$ cat config.mk
export PLATFORM = sky130hd
export DESIGN_NAME = clause_queue_bank
export DESIGN_NICKNAME = d
export VERILOG_FILES = /design/src/rtl/clause_queue_bank.sv
export SDC_FILE = /design/constraint.sdc
export NUM_CORES = 1
export LEC_CHECK = 0
export ABC_AREA = 1
export ABC_CLOCK_PERIOD_IN_PS = 8140
export BUFFER_PORTS_ARGS = -buffer_cell sky130_fd_sc_hd__buf_2
export CAP_MARGIN = 10
export CORE_MARGIN = 2
export CORE_UTILIZATION = 60
export DETAILED_ROUTE_END_ITERATION = 7
export PLACE_DENSITY_LB_ADDON = 0.1
export SKIP_CTS_REPAIR_TIMING = 1
export SYNTH_ARGS = -nofsm -noshare
export SYNTH_HDL_FRONTEND = slang
export SYNTH_SLANG_ARGS = --single-unit
export TNS_END_PERCENT = 5
$ cat constraint.sdc
create_clock -name clock -period 8.14 [get_ports clock]
set_clock_uncertainty 0.1 [all_clocks]
set_input_delay 1.221 -clock clock [delete_from_list [all_inputs] [get_ports clock]]
set_output_delay 1.221 -clock clock [all_outputs]
set_load 0.02 [all_outputs]
$ cat src/rtl/clause_queue_bank.sv
// Per-engine clause FIFOs fed by the broadcast clause bus under arbiter grant.
// Optional macro CQ_BYPASS_EN: first-word fall-through when a queue is empty.
module clause_queue_bank #(
  parameter  int OUTPUT_CNT   = 4,
  parameter  int CLAUSE_WIDTH = 4,
  parameter  int ELEMENT_CNT  = 1024,
  parameter  int DEPTH        = 4,
  localparam int ELEM_BITS    = $clog2(ELEMENT_CNT) + 1,
  localparam int CL_W         = CLAUSE_WIDTH * ELEM_BITS
) (
  input  logic                       clock,
  input  logic                       reset,
  input  logic [CL_W-1:0]            clause_in,
  input  logic [OUTPUT_CNT-1:0]      grant_in,
  output logic [OUTPUT_CNT-1:0]      full_out,
  input  logic [OUTPUT_CNT-1:0]      pop_in,
  output logic [OUTPUT_CNT-1:0]      valid_out,
  output logic [OUTPUT_CNT*CL_W-1:0] clause_out,
  output logic [OUTPUT_CNT-1:0]      err_out
);

  localparam int PTR_W = $clog2(DEPTH);
  localparam int CNT_W = PTR_W + 1;

  for (genvar i = 0; i < OUTPUT_CNT; i++) begin : g_q
    logic [CL_W-1:0]  mem [DEPTH];
    logic [PTR_W-1:0] wr_ptr;
    logic [PTR_W-1:0] rd_ptr;
    logic [CNT_W-1:0] count;
    logic             err_q;
    logic             nonempty;
    logic             byp_take;
    logic             push;
    logic             pop_eff;

    // Head decode: status comes only from the registered count
    assign nonempty    = (count != '0);
    assign full_out[i] = (count == CNT_W'(DEPTH));
    assign err_out[i]  = err_q;

`ifdef CQ_BYPASS_EN
    logic byp_hit;
    assign byp_hit      = ~nonempty & grant_in[i];
    assign valid_out[i] = nonempty | byp_hit;
    assign byp_take     = byp_hit & pop_in[i];
    assign clause_out[i*CL_W +: CL_W] = nonempty ? mem[rd_ptr] :
                                        (byp_hit ? clause_in : '0);
`else
    assign valid_out[i] = nonempty;
    assign byp_take     = 1'b0;
    assign clause_out[i*CL_W +: CL_W] = nonempty ? mem[rd_ptr] : '0;
`endif

    // A clause consumed straight through the bypass is never stored
    assign push    = grant_in[i] & ~full_out[i] & ~byp_take;
    assign pop_eff = pop_in[i] & nonempty;

    // Control state update
    always_ff @(posedge clock) begin
      if (reset) begin
        wr_ptr <= '0;
        rd_ptr <= '0;
        count  <= '0;
        err_q  <= 1'b0;
      end else begin
        if (push)    wr_ptr <= wr_ptr + 1'b1;
        if (pop_eff) rd_ptr <= rd_ptr + 1'b1;
        case ({push, pop_eff})
          2'b10:   count <= count + 1'b1;
          2'b01:   count <= count - 1'b1;
          default: count <= count;
        endcase
        if (grant_in[i] && full_out[i]) err_q <= 1'b1;
      end
    end

    // Storage: contents survive reset; stale writes are invisible once pointers clear
    always_ff @(posedge clock) begin
      if (push) mem[wr_ptr] <= clause_in;
    end
  end

endmodule

==> metrics.yaml, run 1 <==
run_status:
  outcome: "complete, no violations"
pwr:
  switching_share_pct: 37.4
  switchingPower_w: 0.00440
  p_per_area_mw_per_mm2: 356
  p_leak_nw: 11.9
  p_clk_share_pct: 27.5
  share_comb_of_total_power_pct: 31.7
  intPower_w: 0.00737
  max-vdd-ir-drop_v: 0.000350
  seqPwrFrac_pct: 40.8
synthesis:
  ys_seq_elements: 744
  yosys_warnings: 0
  synth_fa_ha_area_share_pct: 1.13
  async_flop_share_pct: 0
  yosys.area.top_type_share_pct: 72.1
  synth_ff_type: "edfxtp_1"
  synth_xor_area_share_pct: 0
  netlist_instances: 2376
  yosysMostFrequentCell: "nor2_1"
  ys_top_cells_by_count: "nor2_1 (744), edfxtp_1 (704), o21ai_0 (281)"
  syn_nets: 2454
  syn_area_per_cell_sq_um: 12.3
  yosys.area_share.simple_pct: 10.7
  synthesis.area_sq_mm: 0.0293
  synth_top_family_by_area: "simple AND/OR/NAND/NOR gates"
  synth_edf_count: 704
  seq_area_frac_synth_pct: 74.8
  synth_top_cells_by_area: "edfxtp_1 (72%), nor2_1 (9.5%), o21ai_0 (4.8%)"
  yosys.cell_types.count: 18
  synth-compound-area-share_pct: 9.56
  synth_top_area_cell: "edfxtp_1"
  synth_mux_area_share_pct: 0
layout:
  areaGrowthSynthToFinish_pct: 12.8
  drive_gt1_share_pct: 15.0
  diodes: 0
  finalNetCount: 2652
  finish.instance_area_sq_mm: 0.0331
floorplanning:
  dieArea_sq_mm: 0.0507
  die_h_um: 225
  std_cell_rows: 81
  fp.coreArea_sq_mm: 0.0485
  initial_core_util_pct: 60.4
  fp.dieW_um: 225
  io_pins: 242
timing:
  min_period_ns: 4.83
  drv_slew: 0
  rsz0062_at_grt: "no"
  period_share_pct: 59.3
  maxSlewHeadroom_pct: 21.6
  fin_hold_ws_ns: 0.346
  hold_viol: 0
  fmax_ghz: 0.207
  finalSetupTns_ns: 0
  tightest_slew_ns: 1.18
  setup_violations: 0
worst_setup_path:
  worstPathCellList: "inv_4, o21ai_0, a21oi_1, buf_2"
  cp_data_arrival_time_ns: 3.51
  criticalPathCategory: "flip-flop to output port"
  crit_fanout: 89
  required_ns: 6.82
  cpPeakStageDelay_ns: 1.06
  crit_slowest_cell: "dfxtp_4"
  path_buf_inv: 2
  worstSetupEndpointType: "output port"
  cp-start-kind: "flip-flop"
  path_delay_family: "flip-flops"
clocking:
  cts_root_buffer: "clkbuf_16"
  htreeDepth: 3
  clkSinkCount: 744
  clk_pin_slew_ns: 0.06
  cts_tree: "built"
  clockBufferDepth: 3
  numCtsBuffers: 72
  insertion_delay_ns: 0.61
placed_design:
  place.port_buffers: 241
  dpl.hpwl_mm: 41.0
  gp_congestion: 0.847
  dpl_cell_area_sq_mm: 0.0308
routing:
  totalWireLength_mm: 74.9
  via_per_inst: 5.91
  ant_nets: 0
  routedWlPerCell_um: 23.0
  dr.pass1.iters: 5
  vias: 19200
  drtIter0Drc: 2143
  drc: 0
global_routing:
  gr-usage-all-layers_pct: 29.4
  grt_first_pass_wirelength_mm: 110
  grt_pass1_vias: 18200
  grt-ovfl-total: 0
  antenna_found_initial: 0
  grt_start_max_net_pins: 90
job:
  cap_viol_max_count: 0
min_path:
  min_path_type: "flip-flop to flip-flop"
through the flow:
| step | power, W | setup slack, ns | cells | util (%) |
|---|---|---|---|---|
| 2_1_floorplan | 0.00722 | 4.37 | 2376 | - |
| 3_3_place_gp | 0.00855 | 3.93 | 3122 | 63.5 |
| 3_5_place_dp | 0.00860 | 3.98 | 3122 | 63.5 |
| 4_1_cts | 0.0118 | 3.35 | 3250 | 68.1 |
| 5_1_grt | 0.0123 | 3.16 | 3250 | 68.1 |
| 6_report | 0.0118 | 3.31 | 3250 | 68.1 |
sequential cells by signal, summed over array words and instances, names as in the netlist, named ones only:
signal      count
g_q.rd_ptr      8
g_q.err_q       4
g_q.mem       704
g_q.count      12
g_q.wr_ptr      8
final cells by class:
cell class | instances | area (sq um)
clock inverters | 31 | 246
multi-input cells | 1412 | 6390
fillers | 3418 | 15500
flip-flops and latches | 744 | 22000
clock buffers | 97 | 2020
repair buffers | 263 | 1370
inverters | 81 | 314
well taps | 622 | 778
worst register-to-register path, stage by stage, from the launching register on:
cell and delay (ns):
dfxtp_1 0.36, nor2_1 0.08, nand2_1 0.12, nand2_1 0.29
nor2_4 0.63, buf_4 0.56
routing by layer:
layer	routed length, um	GRT usage (%)	up-vias	part of all wire [%]
met5	0	0	-	0
met4	2060	10.9	0	2.8
li1	-	-	8707	-
met3	6790	4.47	130	9.1
met1	29700	40.7	9408	40
met2	36400	47.8	961	49
cell families (layout without fill, tap and decap cells):
logic type      Yosys count  count (layout)
flops                   744             744
simple gates            828             828
compound gates          560             560
buf+inv                 220             472
fa+ha+maj                24              24
layout by cell type (no fill, tap or decap), drive strengths merged:
cell and instances:
clkbuf 97, edfxtp 704, fa 4, nand2 64
bufinv 4, a21oi 200, o21ai 360, dfxtp 40
buf 263, clkinvlp 1, nand3 20, ha 20
inv 83, nor2 744, clkinv 24
power groups by stage:
stage	combinational [W]	sequential (W)	clock (W)
6_report	0.00374	0.00480	0.00323
5_1_grt	0.00403	0.00484	0.00340
4_1_cts	0.00374	0.00480	0.00327
3_5_place_dp	0.00373	0.00488	0
3_3_place_gp	0.00368	0.00487	0
2_1_floorplan	0.00251	0.00471	0
final timing paths:
path | startpoint | to | slack [ns] | cells past startpoint
hold reg to reg | g_q[0].err_q | g_q[0].err_q | 0.35 | 2
setup reg to reg | g_q[2].count[1] | g_q[2].mem[3][17] | 5.56 | 5
setup / recovery | flip-flop | clause_out[50] | 3.31 | 4
hold / removal | g_q[0].err_q | g_q[0].err_q | 0.35 | 2
(Power assumes the default switching activity.)
==> run 2, diff against run 1 <==
ABC_AREA = 0   (was 1)
ABC_CLOCK_PERIOD_IN_PS = 3940   (was 8140)
CORE_UTILIZATION = 54   (was 60)
clock period = 3.94 ns   (was 8.14 ns; I/O delays follow)
==> metrics.yaml, run 2 <==
floorplanning:
  fp.dieW_um: 236
  die_h_um: 236
  initial_core_util_pct: 54.3
  io_pins: 242
  fp.coreArea_sq_mm: 0.0535
  std_cell_rows: 85
  dieArea_sq_mm: 0.0557
routing:
  routedWlPerCell_um: 26.4
  drc: 0
  drtIter0Drc: 1290
  dr.pass1.iters: 5
  vias: 14000
  ant_nets: 0
  via_per_inst: 5.83
  totalWireLength_mm: 63.4
timing:
  rsz0062_at_grt: "no"
  setup_violations: 0
  maxSlewHeadroom_pct: 42.3
  finalSetupTns_ns: 0
  fmax_ghz: 0.297
  min_period_ns: 3.37
  period_share_pct: 85.6
  hold_viol: 0
  drv_slew: 0
  finalWorstSetupSlack_ns: 0.569
  tightest_slew_ns: 0.865
clocking:
  clockBufferDepth: 3
  cts_root_buffer: "clkbuf_16"
  clk_pin_slew_ns: 0.06
  cts_tree: "built"
  insertion_delay_ns: 0.60
  htreeDepth: 3
  clkSinkCount: 744
  numCtsBuffers: 77
synthesis:
  yosysMostFrequentCell: "edfxtp_1"
  yosys.cell_types.count: 28
  syn_area_per_cell_sq_um: 21.4
  synthesis.area_sq_mm: 0.0291
  yosys.area.top_type_share_pct: 72.8
  netlist_instances: 1356
  seq_area_frac_synth_pct: 75.5
  syn_nets: 1434
  yosys_warnings: 0
  synth_top_area_cell: "edfxtp_1"
  synth_top_cells_by_area: "edfxtp_1 (73%), mux4_2 (12%), nor2b_1 (3.4%)"
  async_flop_share_pct: 0
  ys_seq_elements: 744
  synth_ff_type: "edfxtp_1"
  synth_edf_count: 704
  ys_top_cells_by_count: "edfxtp_1 (704), mux4_2 (160), nor2b_1 (158)"
pwr:
  share_comb_of_total_power_pct: 28.6
  seqPwrFrac_pct: 41.9
  p_per_area_mw_per_mm2: 719
  power.total_w: 0.0241
  switching_share_pct: 31.5
  p_clk_share_pct: 29.4
  switchingPower_w: 0.00761
  intPower_w: 0.0165
  p_leak_nw: 11.4
  max-vdd-ir-drop_v: 0.000517
layout:
  drive_gt1_share_pct: 35.4
  reg.largest.list: "g_q.mem (704), g_q.count (12)"
  final_common_cell: "edfxtp_1"
  finalNetCount: 1722
  finish.instance_area_sq_mm: 0.0336
  final_cells: 2403
  regMostFlops: "g_q.mem"
  mostFrequentLayoutCells: "edfxtp_1 (704), buf_2 (241), mux4_2 (160), nor2b_1 (158), clkbuf_16 (81)"
  final.fill_count: 3738
  largest_reg_flops: 704
  areaGrowthSynthToFinish_pct: 15.5
worst_setup_path:
  path_buf_inv: 2
  worstSetupEndpointType: "output port"
  reg2reg_to: "g_q[1].count[2]"
  cp_data_arrival_time_ns: 2.68
  crit_fanout: 23
  worstPathCellList: "buf_12, mux4_1, nor2b_1, buf_2"
  cp-endpoint: "clause_out[131]"
  cp.depth: 4
  path_delay_family: "flip-flops"
  criticalPathCategory: "flip-flop to output port"
  ff2ff_path_depth: 9
  reg2reg_from: "g_q[1].count[2]"
  required_ns: 3.25
  r2r_slack_ns: 1.36
  cp-start-kind: "flip-flop"
  crit_slowest_cell: "dfxtp_4"
  cpPeakStageDelay_ns: 0.71
global_routing:
  grt_pass1_vias: 14200
  gr-usage-all-layers_pct: 23.2
  grt_first_pass_wirelength_mm: 93.1
  antenna_found_initial: 3
  grt-ovfl-total: 0
  grt_start_max_net_pins: 48
placed_design:
  pre_cts_ws_ns: 1.15
  dpl.hpwl_mm: 37.4
  placedCellCount: 2261
  dpl_cell_area_sq_mm: 0.0311
  place.port_buffers: 241
  gp_congestion: 0.735
job:
  cap_viol_max_count: 0
min_path:
  min_path_type: "primary input to flip-flop"
run_status:
  outcome: "complete, no violations"
## run 2: cell count changes after synthesis, sizes merged, moves of 25 or more
cell    change
buf        -42
clkbuf     -25
nor2b     +176
mux4      +176
a21oi     -180
o21ai     -348
nand2      -60
nor2      -716
inv        -45
## run 2: area by class of cell
type | count | area [sq um] | area share [%]
Tap cell | 696 | 871 | 2.60
Antenna cell | 1 | 2.50 | 0.00746
Multi-Input combinational cell | 504 | 6390 | 19.0
Clock buffer | 101 | 2140 | 6.38
Sequential cell | 744 | 22000 | 65.5
Timing Repair Buffer | 281 | 1710 | 5.09
Inverter | 36 | 135 | 0.403
Clock inverter | 40 | 345 | 1.03
## run 2: how the worst min path moves through the flow
| stage | startpoint | endpoint | slack (ns) | cells after the start |
|---|---|---|---|---|
| 5_1_grt | grant_in[0] | g_q[0].err_q | 0.14 | 3 |
| 4_1_cts | grant_in[0] | g_q[0].err_q | 0.10 | 3 |
| 2_1_floorplan | g_q[0].err_q | g_q[0].err_q | 0.34 | 2 |
| 3_3_place_gp | g_q[2].err_q | g_q[2].err_q | 0.35 | 2 |
| 6_report | grant_in[0] | g_q[0].err_q | 0.13 | 3 |
| 3_5_place_dp | g_q[2].err_q | g_q[2].err_q | 0.35 | 2 |
## run 2: logic make-up (layout without fill, tap and decap cells)
group                      after synthesis  after routing  share of synthesized area, %
muxes                                  180            180                          14.0
DFF                                    744            744                          75.5
and+or+nand+nor                        252            252                          5.70
buffers and inverters                  108            458                          2.64
adders and majority gates               24             24                          1.14
AOI/OAI and AO/OA                       36             36                         0.655
xor gates and xnor gates                12             12                         0.362
other                                    0              1                             0
## run 2: through the flow
step	hold WS, ns	util [%]
6_report	0.132	62.7
2_1_floorplan	0.338	-
4_1_cts	0.100	62.7
5_1_grt	0.145	62.7
3_5_place_dp	0.355	58.1
3_3_place_gp	0.345	58.1
## run 2: power by group through the flow
| stage | sequential, W | combinational (W) | clock (W) |
|---|---|---|---|
| 5_1_grt | 0.0102 | 0.00736 | 0.00754 |
| 3_3_place_gp | 0.0103 | 0.00698 | 0 |
| 4_1_cts | 0.0102 | 0.00704 | 0.00723 |
| 2_1_floorplan | 0.00978 | 0.00532 | 0 |
| 6_report | 0.0101 | 0.00691 | 0.00710 |
| 3_5_place_dp | 0.0103 | 0.00703 | 0 |
## run 2: metal layers
metal	vias up	share of wire (%)	routed length, um	GRT usage, %
met5	-	0.038	24	0
met2	491	50	31400	37.5
met3	91	7.2	4590	4.41
met4	4	1.7	1090	6.22
met1	7427	41	26300	33.1
li1	5986	-	-	-
## run 2: tightest hold or removal path, delay by kind of cell
kind                   cells  cell delay, ns
buffers and inverters      1            0.09
and+or+nand+nor            1            0.07
AOI/OAI and AO/OA          1            0.05
